===== src/rtl/pe_sat_mac.sv =====
// pe_sat_mac: systolic processing element with a saturating multiply-accumulate.
//
// Operands enter S1 and are forwarded to the neighbouring PE from there.
// S2 holds the full-width product and S3 holds the entry being accumulated.
// A dot product runs from a pair flagged first to a pair flagged last.
// Its saturated result appears on c_out, with c_valid pulsing for one
// advancing edge.
//
// Ports
//   clk                 rising-edge clock
//   rst                 asynchronous active-low reset
//   en                  global advance; 0 holds every register
//   valid_in            a_in/b_in/first_in/last_in carry a real pair
//   a_in, b_in          operands (DATA_WIDTH)
//   first_in, last_in   dot-product delimiters
//   a_out, b_out        operands forwarded from S1
//   valid_out           valid forwarded from S1
//   first_out           first flag forwarded from S1
//   last_out            last flag forwarded from S1
//   c_out               completed, saturated dot product (ACC_WIDTH)
//   c_valid             c_out holds a new result
//   ovf                 saturation occurred in the dot product on c_out
module pe_sat_mac #(
    parameter int unsigned DATA_WIDTH  = 8,
    parameter int unsigned ACC_WIDTH   = 2 * DATA_WIDTH,
    parameter int unsigned SIGNED_MODE = 1
) (
    input  logic                  clk,
    input  logic                  rst,
    input  logic                  en,
    input  logic                  valid_in,
    input  logic [DATA_WIDTH-1:0] a_in,
    input  logic [DATA_WIDTH-1:0] b_in,
    input  logic                  first_in,
    input  logic                  last_in,
    output logic [DATA_WIDTH-1:0] a_out,
    output logic [DATA_WIDTH-1:0] b_out,
    output logic                  valid_out,
    output logic                  first_out,
    output logic                  last_out,
    output logic [ACC_WIDTH-1:0]  c_out,
    output logic                  c_valid,
    output logic                  ovf
);

    localparam int unsigned ProdWidth = 2 * DATA_WIDTH;
    localparam logic        IsSigned  = (SIGNED_MODE != 0);

    localparam logic [ACC_WIDTH-1:0] SignedMax   = {1'b0, {(ACC_WIDTH - 1){1'b1}}};
    localparam logic [ACC_WIDTH-1:0] SignedMin   = {1'b1, {(ACC_WIDTH - 1){1'b0}}};
    localparam logic [ACC_WIDTH-1:0] UnsignedMax = {ACC_WIDTH{1'b1}};

    // ---------------------------------------------------------------- S1
    logic [DATA_WIDTH-1:0] s1_a_q, s1_b_q;
    logic                  s1_valid_q, s1_first_q, s1_last_q;

    always_ff @(posedge clk or negedge rst) begin
        if (!rst) begin
            s1_a_q     <= '0;
            s1_b_q     <= '0;
            s1_valid_q <= 1'b0;
            s1_first_q <= 1'b0;
            s1_last_q  <= 1'b0;
        end else if (en) begin
            // Data is captured even for bubbles so the neighbour sees it.
            s1_a_q     <= a_in;
            s1_b_q     <= b_in;
            s1_valid_q <= valid_in;
            s1_first_q <= first_in;
            s1_last_q  <= last_in;
        end
    end

    assign a_out     = s1_a_q;
    assign b_out     = s1_b_q;
    assign valid_out = s1_valid_q;
    assign first_out = s1_first_q;
    assign last_out  = s1_last_q;

    // ---------------------------------------------------------------- S2
    // Extending both operands to the product width and keeping the low
    // ProdWidth bits yields the correct two's-complement product.
    logic [ProdWidth-1:0] op_a, op_b, prod_d;

    assign op_a   = {{DATA_WIDTH{IsSigned & s1_a_q[DATA_WIDTH-1]}}, s1_a_q};
    assign op_b   = {{DATA_WIDTH{IsSigned & s1_b_q[DATA_WIDTH-1]}}, s1_b_q};
    assign prod_d = op_a * op_b;

    logic [ProdWidth-1:0] s2_prod_q;
    logic                 s2_valid_q, s2_first_q, s2_last_q;

    always_ff @(posedge clk or negedge rst) begin
        if (!rst) begin
            s2_prod_q  <= '0;
            s2_valid_q <= 1'b0;
            s2_first_q <= 1'b0;
            s2_last_q  <= 1'b0;
        end else if (en) begin
            s2_prod_q  <= prod_d;
            s2_valid_q <= s1_valid_q;
            s2_first_q <= s1_first_q;
            s2_last_q  <= s1_last_q;
        end
    end

    // ---------------------------------------------------------------- S3
    // S3 holds the entry being accumulated, keeping the adder and
    // saturation logic off the multiplier path.
    logic [ProdWidth-1:0] s3_prod_q;
    logic                 s3_valid_q, s3_first_q, s3_last_q;

    always_ff @(posedge clk or negedge rst) begin
        if (!rst) begin
            s3_prod_q  <= '0;
            s3_valid_q <= 1'b0;
            s3_first_q <= 1'b0;
            s3_last_q  <= 1'b0;
        end else if (en) begin
            s3_prod_q  <= s2_prod_q;
            s3_valid_q <= s2_valid_q;
            s3_first_q <= s2_first_q;
            s3_last_q  <= s2_last_q;
        end
    end

    // Product extended to the accumulator width.
    logic [ACC_WIDTH-1:0] prod_ext;

    if (ACC_WIDTH > ProdWidth) begin : g_ext
        assign prod_ext = {{(ACC_WIDTH - ProdWidth){IsSigned & s3_prod_q[ProdWidth-1]}},
                           s3_prod_q};
    end else begin : g_noext
        assign prod_ext = s3_prod_q;
    end

    // ---------------------------------------------------------------- accumulate
    logic [ACC_WIDTH-1:0] acc_q, acc_d, acc_base;
    logic                 sticky_q, sticky_d, sticky_base;
    logic [ACC_WIDTH:0]   sum;
    logic                 ovf_now;
    logic [ACC_WIDTH-1:0] sat_val;
    logic [ACC_WIDTH-1:0] c_out_q, c_out_d;
    logic                 c_valid_q, c_valid_d;
    logic                 ovf_q, ovf_d;

    always_comb begin
        // A first entry starts from zero, so a single product never saturates.
        acc_base    = s3_first_q ? '0 : acc_q;
        sticky_base = s3_first_q ? 1'b0 : sticky_q;

        sum = {IsSigned & acc_base[ACC_WIDTH-1], acc_base}
            + {IsSigned & prod_ext[ACC_WIDTH-1], prod_ext};

        if (IsSigned) begin
            // Sign of the extra bit disagreeing with the MSB marks overflow.
            ovf_now = sum[ACC_WIDTH] ^ sum[ACC_WIDTH-1];
            sat_val = sum[ACC_WIDTH] ? SignedMin : SignedMax;
        end else begin
            ovf_now = sum[ACC_WIDTH];
            sat_val = UnsignedMax;
        end

        acc_d     = acc_q;
        sticky_d  = sticky_q;
        c_valid_d = 1'b0;
        c_out_d   = c_out_q;
        ovf_d     = ovf_q;

        if (s3_valid_q) begin
            acc_d    = ovf_now ? sat_val : sum[ACC_WIDTH-1:0];
            sticky_d = sticky_base | ovf_now;
            if (s3_last_q) begin
                c_valid_d = 1'b1;
                c_out_d   = acc_d;
                ovf_d     = sticky_d;
            end
        end
    end

    always_ff @(posedge clk or negedge rst) begin
        if (!rst) begin
            acc_q     <= '0;
            sticky_q  <= 1'b0;
            c_out_q   <= '0;
            c_valid_q <= 1'b0;
            ovf_q     <= 1'b0;
        end else if (en) begin
            acc_q     <= acc_d;
            sticky_q  <= sticky_d;
            c_out_q   <= c_out_d;
            c_valid_q <= c_valid_d;
            ovf_q     <= ovf_d;
        end
    end

    assign c_out   = c_out_q;
    assign c_valid = c_valid_q;
    assign ovf     = ovf_q;

endmodule


===== config.mk =====
export PLATFORM = sky130hd
export DESIGN_NAME = pe_sat_mac
export DESIGN_NICKNAME = d
export VERILOG_FILES = /design/src/rtl/pe_sat_mac.sv
export SDC_FILE = /design/constraint.sdc
export NUM_CORES = 1
export LEC_CHECK = 0
export BUFFER_PORTS_ARGS = -buffer_cell sky130_fd_sc_hd__buf_2
export CAP_MARGIN = 10
export CORE_MARGIN = 4
export CORE_UTILIZATION = 45
export CTS_CLUSTER_SIZE = 40
export DETAILED_ROUTE_END_ITERATION = 10
export PLACE_DENSITY_LB_ADDON = 0.08
export SYNTH_ARGS = -nofsm -noshare
export SYNTH_HDL_FRONTEND = slang
export SYNTH_SLANG_ARGS = --single-unit
export TNS_END_PERCENT = 50

===== constraint.sdc =====
create_clock -name clk -period 6 [get_ports clk]
set_input_delay 1.2 -clock clk [delete_from_list [all_inputs] [get_ports clk]]
set_output_delay 1.2 -clock clk [all_outputs]
set_load 0.03 [all_outputs]

==> results.yml, run 1 <==
clocking:
  clockRootBuffer: "clkbuf_16"
  htree_levels: 3
  clk_path_buf_depth: 2
  clock-sinks: 92
  cts_hold_buf: 0
  cts_buffers: 9
  cts_tree: "done"
  path_clk_slew_ps: 70
  cts_resized: 0
  insertion_delay_ps: 350
  postCtsSetupBuffers: 0
die:
  start_util_pct: 46.6
  die-area_um2: 17300
  num_rows: 44
  die_y_um: 131
  core_um2: 14700
  io_pins: 59
  die_w_um: 131
global_routing:
  gr-total-overflow: 0
  grt_max_degree: 77
  grt_pass1_vias: 5100
  antenna_found_initial: 0
  grt_pass1_wl_mm: 25.3
  grt_usage_pct: 17.7
placement:
  io_buffers: 58
  dp_hpwl_mm: 10.9
  routabilityCongestion: 0.894
  dp.cells: 909
drt:
  first_iter_violations: 220
  drc: 0
  antenna_left: 0
  via_per_inst: 5.23
  wl_mm: 14.2
  wl_per_cell_um: 15.3
  drt_pass1_iterations: 5
  vias: 4839
sta:
  fin_skew_ps: 6.99
  timing.fmax_mhz: 204
  drv_slew: 0
  rsz0062_at_grt: "no"
  period_share_pct: 81.8
  tns_ps: 0
  finalSetupViolations: 0
  slew-limit-headroom_pct: 36.8
  post-route-min-period_ps: 4910
  tightest_slew_ps: 948
  finalHoldViolCount: 0
job:
  maxCapViolations: 0
finish:
  areaGrowthSynthToFinish_pct: 10.5
  drive_gt1_share_pct: 17.5
  nets: 859
  utilization_pct: 51.5
  final_cells: 925
  diodes: 0
hold_path:
  min-delay-start: "acc_q[2]$_DFFE_PN0P_"
  hp-class: "flop to flop"
critical_path:
  r2r-start: "b_out[3]$_DFFE_PN0P_"
  crit_start: "b_out[3]$_DFFE_PN0P_"
  arrival_ps: 5180
  startpoint_type: "flop"
  crit_family: "adder cells"
  critPathBufInv: 4
  worstSetupEndpointType: "flop"
  path_cells: "and2_1, inv_1, fa_1, inv_1, fa_1, fa_1, inv_1, fa_1, inv_1, ha_1, a21oi_1, o21ai_0, a31o_2, a2111oi_0, o21ai_0, a31oi_1"
  worstSetupPathType: "flop to flop"
  critPathMaxFanout: 10
  critPathSlowestCell: "fa_1"
  cp.required_ps: 6280
  max_stage_delay_ps: 540
power:
  p_leak_nw: 3.65
  power_density_nw_per_um2: 605
  peakVddDrop_uv: 273
logic_synthesis:
  ys_seq_area_share_pct: 33.6
  syn_inst: 686
  ys.flop_type: "dfrtp_1"
  ys_types: 49
  async_flop_share_pct: 100
  synth_seq_cells: 92
  synth_edf_count: 0
  syn_area_um2: 6850
  syn_nets: 809
  syn_avg_cell_area_um2: 9.99
  yosysWarningCount: 0
run_status:
  outcome: "complete, no violations"
[synthesized netlist by cell type, drive strengths merged, types with 8 or more instances]
| cell | count | area share (%) |
|---|---|---|
| mux2 | 46 | 7.6 |
| nor2 | 26 | 1.4 |
| nand2 | 69 | 3.8 |
| nor2b | 19 | 1.7 |
| a21o | 9 | 0.99 |
| ha | 45 | 8.2 |
| clkbuf | 14 | 0.91 |
| o21ai | 53 | 4.0 |
| fa | 56 | 16 |
| buf | 9 | 0.82 |
| inv | 95 | 5.2 |
| and2 | 35 | 3.2 |
| a21oi | 27 | 2.0 |
| xnor2 | 20 | 2.7 |
| nand3 | 8 | 0.58 |
| dfrtp | 92 | 34 |
[final timing paths]
| kind | end | slack, ps | cells after the start |
|---|---|---|---|
| setup / recovery | s2_prod_q[15]$_DFFE_PN0P_ | 1090 | 16 |
| hold / removal | acc_q[2]$_DFFE_PN0P_ | 480 | 2 |
| setup reg to reg | s2_prod_q[15]$_DFFE_PN0P_ | 1090 | 16 |
| hold reg to reg | acc_q[2]$_DFFE_PN0P_ | 480 | 2 |
| max in group asynchronous | c_out[8]$_DFFE_PN0P_ | 4100 | 2 |
| min in group asynchronous | a_out[7]$_DFFE_PN0P_ | 700 | 1 |
[power by group]
group | total [W] | switching (W) | internal [W]
clock | 0.000562 | 0.000274 | 0.000289
combinational | 0.00301 | 0.00174 | 0.00127
sequential | 0.00101 | 0.000151 | 0.000859
[sequential cells by signal, indices dropped and copies added (netlist names)]
| signal | cells |
|---|---|
| s3_valid_q | 1 |
| a_out | 8 |
| s2_valid_q | 1 |
| prod_ext | 16 |
| valid_out | 1 |
| sticky_q | 1 |
| last_out | 1 |
| s3_last_q | 1 |
| s2_last_q | 1 |
| c_out | 16 |
| s2_prod_q | 16 |
| s2_first_q | 1 |
| s3_first_q | 1 |
| ovf | 1 |
| c_valid | 1 |
| b_out | 8 |
| acc_q | 16 |
| first_out | 1 |
[through the flow]
step                hold slack [ps]  instance area [um^2]  setup slack [ps]  power [W]
global placement                457                  7280              1270    0.00401
CTS                             480                  7570              1090    0.00464
detailed placement              464                  7280              1120    0.00405
finish                          477                  7570              1090    0.00458
global route                    504                  7570               623    0.00512
floorplan                       441                  6850              1180    0.00342
[layout by cell type (no fill, tap or decap), drive strengths merged, types with 6 or more instances in the layout]
cell	netlist	layout
inv	95	99
clkbuf	14	9
mux2	46	46
dfrtp	92	92
fa	56	56
nor3	7	7
o21ai	53	53
a21oi	27	27
ha	45	45
a31oi	6	6
buf	9	62
a211oi	6	6
and2	35	35
nor2b	19	19
nand2	69	69
a21o	9	9
nand3	8	8
xnor2	20	20
nor2	26	26
[routing by layer]
| metal | track usage, % | share of wire (%) | vias to the layer above |
|---|---|---|---|
| met1 | 25.8 | 50 | 2397 |
| li1 | - | - | 2357 |
| met5 | 0 | 0 | - |
| met2 | 27.9 | 46 | 69 |
| met3 | 2.18 | 2.6 | 16 |
| met4 | 5.37 | 1.6 | 0 |
[area by class of cell]
| cell class | count | area [um^2] |
|---|---|---|
| sequential | 92 | 2300 |
| clock buffer | 9 | 225 |
| multi-input combinational | 475 | 4070 |
| tap | 184 | 230 |
| inverter | 96 | 360 |
| clock inverter | 7 | 57.6 |
| timing repair buffer | 62 | 323 |
| fill | 1361 | 7130 |
[kinds of logic after synthesis]
family                     share of synthesized area (%)
AOI/OAI and AO/OA                                   12.0
xor gates and xnor gates                            3.18
muxes                                               7.56
and+or+nand+nor                                     12.1
DFF                                                 33.6
adders and majority gates                           24.6
buffers and inverters                               7.00
[worst register-to-register path: cells and delay by family (launching register included)]
family / cells / cell delay [ps]
AND/OR/NAND/NOR: 1 / 230
adder cells (fa/ha/maj): 5 / 2390
flip-flops: 1 / 520
buffers and inverters: 4 / 200
AO/OA/AOI/OAI: 6 / 1490
Power figures use the tool's default switching activity.
==> run 2, diff against run 1 <==
--- a/config.mk
+++ b/config.mk
@@ -5,6 +5,7 @@
 export SDC_FILE = /design/constraint.sdc
 export NUM_CORES = 1
 export LEC_CHECK = 0
+export ABC_AREA = 1
 export BUFFER_PORTS_ARGS = -buffer_cell sky130_fd_sc_hd__buf_2
 export CAP_MARGIN = 10
 export CORE_MARGIN = 4
==> constraint.sdc (replaced) <==
create_clock -name clk -period 5 [get_ports clk]
set_input_delay 1 -clock clk [delete_from_list [all_inputs] [get_ports clk]]
set_output_delay 1 -clock clk [all_outputs]
set_load 0.03 [all_outputs]
==> run 2 against run 1 <==
  * Sequential cell count stayed put
  * Power is 2.7% higher
  * Global-route usage is 0.98 points higher
  * Cell count is 32% higher
  * Die area is 6.2% higher
  * Critical path depth is 2 higher
  * Sequential share of layout area is 1.7 points lower
  * Setup slack worse by 500 ps
  * Combinational power is 5% lower
  * Synthesized area is 6.6% higher
  * Non-clock buffer count is 1 lower
  * Critical path type unchanged
  * Critical endpoint unchanged
==> results.yml, run 2 <==
run_status:
  outcome: "complete, no violations"
logic_synthesis:
  yosysMostFrequentCell: "nand2_1"
  synth_top_family_by_area: "simple AND/OR/NAND/NOR gates"
  synth_top_area_cell: "dfrtp_1"
  synthAdderAreaFrac_pct: 23.1
  yosysWarningCount: 0
  synth_xor_area_share_pct: 2.40
  syn_area_um2: 7300
  syn_nets: 1088
  syn_inst: 965
  synth_seq_cells: 92
  ys_types: 33
  synth.mux.area_fraction_pct: 0
  synth_common_cells: "nand2_1, inv_1, dfrtp_1"
  yosys.area.top_type_share_pct: 31.5
  ys_seq_area_share_pct: 31.5
  syn_avg_cell_area_um2: 7.57
  yosys.area_share.simple_pct: 25.7
  synth-compound-area-share_pct: 5.55
  async_flop_share_pct: 100
  synth_edf_count: 0
  ys.flop_type: "dfrtp_1"
  synth.area.top_cells: "dfrtp_1, nand2_1, fa_1, inv_1, ha_1"
critical_path:
  startpoint_type: "flop"
  critPathBufInv: 5
  critPathSlowestCell: "fa_1"
  cp_common_cell: "inv_1"
  worstSetupEndpointType: "flop"
  rr_endpoint: "s2_prod_q[15]$_DFFE_PN0P_"
  max_stage_delay_ps: 550
  rrSetupSlack_ps: 590
  cp.required_ps: 5300
  worstSetupPathType: "flop to flop"
  path_depth: 18
  crit_start: "b_out[2]$_DFFE_PN0P_"
  r2r-start: "b_out[2]$_DFFE_PN0P_"
  rr_worst_depth: 18
  critPathMaxFanout: 10
  crit_end: "s2_prod_q[15]$_DFFE_PN0P_"
  arrival_ps: 4700
  crit_family: "adder cells"
  path_cells: "nand2_1, inv_1, fa_1, inv_1, fa_1, inv_1, fa_1, inv_1, fa_1, inv_1, ha_1, nand2_1, nor3_1, nand3_1, nand4_1, nand3b_1, nand3_1, nand2_1"
die:
  num_rows: 46
  die_w_um: 135
  core_um2: 15900
  die_y_um: 135
  die-area_um2: 18300
  io_pins: 59
  start_util_pct: 46.0
drt:
  first_iter_violations: 235
  drt_pass1_iterations: 4
  antenna_left: 0
  vias: 5663
  drc: 0
  via_per_inst: 4.64
  wl_per_cell_um: 12.6
  wl_mm: 15.4
clocking:
  postCtsSetupBuffers: 0
  clk_path_buf_depth: 2
  cts_resized: 0
  cts_tree: "done"
  clockRootBuffer: "clkbuf_16"
  clock-sinks: 92
  insertion_delay_ps: 350
  path_clk_slew_ps: 80
  cts_buffers: 9
  cts_hold_buf: 0
  htree_levels: 3
global_routing:
  antenna_found_initial: 0
  grt_usage_pct: 18.7
  grt_max_degree: 61
  gr-total-overflow: 0
  grt_pass1_wl_mm: 27.6
  grt_pass1_vias: 5923
sta:
  tightest_slew_ps: 892
  finalHoldViolCount: 0
  timing.fmax_mhz: 227
  slew-limit-headroom_pct: 40.4
  finalSetupViolations: 0
  post-route-min-period_ps: 4410
  rsz0062_at_grt: "no"
  period_share_pct: 88.2
  drv_slew: 0
  tns_ps: 0
  fin_skew_ps: 13.4
power:
  peakVddDrop_uv: 298
  p_int_w: 0.00238
  p_switching_w: 0.00233
  p_leak_nw: 4.64
  swShare_pct: 49.5
  power_frac_comb_pct: 61.1
  clkPwrFrac_pct: 14.4
  power_density_nw_per_um2: 587
  seqPwrFrac_pct: 24.5
hold_path:
  hp-class: "flop to flop"
  min_delay_path_depth: 2
finish:
  final_area_um2: 8020
  layout_commonest_cell: "nand2_1"
  drive_gt1_share_pct: 11.1
  layout_common_cells: "nand2_1, inv_1, dfrtp_1"
  nets: 1123
  areaGrowthSynthToFinish_pct: 9.89
  diodes: 0
placement:
  dp_hpwl_mm: 11.9
  routabilityCongestion: 0.834
  dpl_cell_area_um2: 7730
  io_buffers: 58
job:
  maxCapViolations: 0
==> run 2: cell types whose count changed after synthesis, moves of 18 or more <==
cell	previous run	this run
inv_1	95	184
nand2_1	69	352
o21ai_1	21	0
clkbuf_1	13	31
nand2_2	0	18
mux2_2	46	0
nor2b_1	19	0
and2_1	35	1
==> run 2: worst min-delay path by stage <==
stage	startpoint	end	slack, ps
floorplan	s3_valid_q$_DFFE_PN0P_	s3_valid_q$_DFFE_PN0P_	440
global placement	s2_valid_q$_DFFE_PN0P_	s2_valid_q$_DFFE_PN0P_	460
detailed placement	s2_last_q$_DFFE_PN0P_	s2_last_q$_DFFE_PN0P_	460
CTS	s2_prod_q[9]$_DFFE_PN0P_	prod_ext[9]$_DFFE_PN0P_	480
global route	s2_last_q$_DFFE_PN0P_	s2_last_q$_DFFE_PN0P_	490
finish	s2_prod_q[5]$_DFFE_PN0P_	prod_ext[5]$_DFFE_PN0P_	470
==> run 2: final cells by class <==
class	instances	area [um^2]
fillers	1654	7860
multi-input cells	650	4140
flip-flops and latches	92	2300
inverters	186	698
repair buffers	61	315
well taps	216	270
clock buffers	9	225
clock inverters	7	70.1
==> run 2: power groups by stage <==
stage | Combinational [W] | Sequential [W] | Clock, W
final | 0.00287 | 0.00115 | 0.000679
after detailed placement | 0.00290 | 0.00117 | 0
after global placement | 0.00289 | 0.00116 | 0
after CTS | 0.00292 | 0.00115 | 0.000702
after floorplan | 0.00219 | 0.00127 | 0
after global routing | 0.00334 | 0.00119 | 0.000734
==> run 2: cells by family after synthesis <==
group / Yosys count
adder cells (fa/ha/maj): 101
AO/OA/AOI/OAI: 74
XOR/XNOR: 20
AND/OR/NAND/NOR: 455
flip-flops: 92
buffers and inverters: 223
==> run 2: through the flow <==
stage / util [%] / hold WS [ps] / power, W / worst slack, ps / cells
2_1_floorplan: - / 442 / 0.00346 / 690 / 965
3_3_place_gp: 48.6 / 455 / 0.00405 / 678 / 1205
3_5_place_dp: 48.6 / 459 / 0.00407 / 600 / 1205
4_1_cts: 50.5 / 475 / 0.00477 / 558 / 1221
5_1_grt: 50.5 / 488 / 0.00526 / 191 / 1221
6_report: 50.5 / 473 / 0.00471 / 592 / 1221
==> run 2: metal layers <==
metal  GRT usage [%]  vias up  wire (um)
li1                -     2952          -
met1            24.0     2644       7200
met2            33.1       48       7760
met3            2.67       19        268
met4            4.87        0        205
met5               0        -          0
==> run 2: worst reg2reg max path, cell delays in order (launching register included) <==
cell and delay [ps]:
dfrtp_1 490, nand2_1 210, inv_1 70, fa_1 550
inv_1 150, fa_1 550, inv_1 50, fa_1 530
inv_1 50, fa_1 520, inv_1 40, ha_1 360
nand2_1 70, nor3_1 200, nand3_1 120, nand4_1 130
nand3b_1 110, nand3_1 70, nand2_1 70
==> run 3, diff against run 2 <==
--- a/config.mk
+++ b/config.mk
@@ -10,6 +10,7 @@
 export CAP_MARGIN = 10
 export CORE_MARGIN = 4
 export CORE_UTILIZATION = 45
+export CTS_BUF_LIST = sky130_fd_sc_hd__clkbuf_4
 export CTS_CLUSTER_SIZE = 40
 export DETAILED_ROUTE_END_ITERATION = 10
 export PLACE_DENSITY_LB_ADDON = 0.08
==> run 3 against run 2 <==
  * Utilization is 0.98 points lower
  * Critical path depth is 1 lower
  * Count of clock-buffer cells in the layout stayed put
  * Largest cell class unchanged
  * Register-to-register slack hardly changed
  * Routed wire length hardly changed
  * Highest routed layer unchanged
  * Clock skew is 12 ps higher
  * Maximum frequency is 0.23% lower
  * Via count is 0.58% lower
  * First-iteration DRC count is 7.7% higher
  * Power is 5.7% lower
==> results.yml, run 3 (same netlist as run 2, synthesis figures left out) <==
clocking:
  path_clk_slew_ps: 170
  cts_buffers: 9
  clockRootBuffer: "clkbuf_4"
  htree_levels: 3
  cts_tree: "done"
  cts_resized: 0
  clock-sinks: 92
  cts_hold_buf: 0
  postCtsSetupBuffers: 0
  clk_path_buf_depth: 2
  insertion_delay_ps: 480
critical_path:
  startpoint_type: "flop"
  r2r-start: "b_out[2]$_DFFE_PN0P_"
  cp.required_ps: 5400
  crit_start: "b_out[2]$_DFFE_PN0P_"
  crit_family: "adder cells"
  critPathSlowestCell: "fa_1"
  worstSetupEndpointType: "flop"
  critPathMaxFanout: 10
  cp_common_cell: "inv_1"
  path_cells: "nand2_1, inv_1, fa_1, inv_1, fa_1, inv_1, fa_1, inv_1, fa_1, inv_1, ha_1, nand2_1, nor3_1, nand3_1, nand3_1, nand2_1, a31oi_1"
  worstSetupPathType: "flop to flop"
  critPathBufInv: 5
  arrival_ps: 4820
  max_stage_delay_ps: 550
die:
  io_pins: 59
  die_y_um: 135
  core_um2: 15900
  die-area_um2: 18300
  die_w_um: 135
  num_rows: 46
  start_util_pct: 46.0
global_routing:
  gr-total-overflow: 0
  grt_pass1_wl_mm: 27.4
  grt_usage_pct: 18.6
  antenna_found_initial: 1
  grt_pass1_vias: 5879
  grt_max_degree: 61
drt:
  drt_pass1_iterations: 4
  wl_mm: 15.4
  wl_met3_um: 304
  via_per_inst: 4.61
  antenna_left: 0
  first_iter_violations: 253
  drc: 0
  top_layer_used: "met4"
  wirelength_met1_mm: 7.18
  vias: 5630
  wl_per_cell_um: 12.6
  route.met2.wl_mm: 7.72
job:
  maxCapViolations: 0
power:
  swShare_pct: 51.8
  seqPwrFrac_pct: 25.9
  power_density_nw_per_um2: 564
  peakVddDrop_uv: 297
  clkPwrFrac_pct: 9.3
  power_frac_comb_pct: 64.8
  p_switching_w: 0.00230
  p_int_w: 0.00214
  p_leak_nw: 4.57
finish:
  nets: 1123
  layout_commonest_cell: "nand2_1"
  final_cells: 1222
  areaGrowthSynthToFinish_pct: 7.76
  layout_common_cells: "nand2_1, inv_1, dfrtp_1"
  utilization_pct: 49.5
  drive_gt1_share_pct: 11.1
hold_path:
  min-delay-start: "s2_prod_q[9]$_DFFE_PN0P_"
  hp-class: "flop to flop"
placement:
  dp.cells: 1205
  routabilityCongestion: 0.834
  dp_hpwl_mm: 11.9
  io_buffers: 58
sta:
  finalSetupViolations: 0
  fin_skew_ps: 25.2
  post-route-min-period_ps: 4420
  tightest_slew_ps: 889
  period_share_pct: 88.4
  tns_ps: 0
  finalHoldViolCount: 0
  timing.fmax_mhz: 226
  drv_slew: 0
  rsz0062_at_grt: "no"
  slew-limit-headroom_pct: 40.7
run_status:
  outcome: "complete, no violations"
==> run 3: cell count changes in the layout (fill, tap and decap cells not counted) <==
cell | previous run | this run
diode_2 | 0 | 1
clkbuf_16 | 9 | 0
clkbuf_4 | 0 | 9
==> run 3: final cells by class <==
type                       instances  area [um^2]
tap                              216          270
clock buffer                       9         67.6
multi-input combinational        650         4140
clock inverter                     7         70.1
inverter                         186          698
sequential                        92         2300
antenna                            1         2.50
fill                            1666         8020
timing repair buffer              61          315
==> run 3: through the flow <==
stage	worst slack (ps)	hold slack (ps)	power, W	cell area, um^2
after floorplan	690	442	0.00346	7300
after global placement	678	455	0.00405	7730
after detailed placement	600	459	0.00407	7730
after CTS	540	487	0.00451	7870
after global routing	188	510	0.00498	7870
final	582	481	0.00444	7870
==> run 3: metal layers <==
layer  GRT usage [%]  vias to the layer above
li1                -                     2951
met1            23.9                     2619
met2            32.9                       46
met3            2.75                       14
met4            4.70                        0
met5               0                        -
==> run 3: worst paths after layout <==
| path | slack, ps | depth (start not counted) | to |
|---|---|---|---|
| worst max-delay path | 580 | 17 | s2_prod_q[14]$_DFFE_PN0P_ |
| worst min-delay path | 480 | 2 | prod_ext[9]$_DFFE_PN0P_ |
| worst max register to register | 580 | 17 | s2_prod_q[14]$_DFFE_PN0P_ |
| worst min register to register | 480 | 2 | prod_ext[9]$_DFFE_PN0P_ |
| max in group asynchronous | 3480 | 2 | s2_prod_q[7]$_DFFE_PN0P_ |
| min in group asynchronous | 580 | 1 | c_out[2]$_DFFE_PN0P_ |
==> run 3: tightest hold or removal path, cell delays in order (launching register included) <==
cell and delay (ps):
dfrtp_1 370, nand2_1 50, nand2_1 50
==> run 3: power groups by stage <==
stage | Sequential (W) | Clock [W] | Combinational [W]
5_1_grt | 0.00119 | 0.000462 | 0.00334
2_1_floorplan | 0.00127 | 0 | 0.00219
3_3_place_gp | 0.00116 | 0 | 0.00289
6_report | 0.00115 | 0.000414 | 0.00287
3_5_place_dp | 0.00117 | 0 | 0.00290
4_1_cts | 0.00115 | 0.000437 | 0.00292
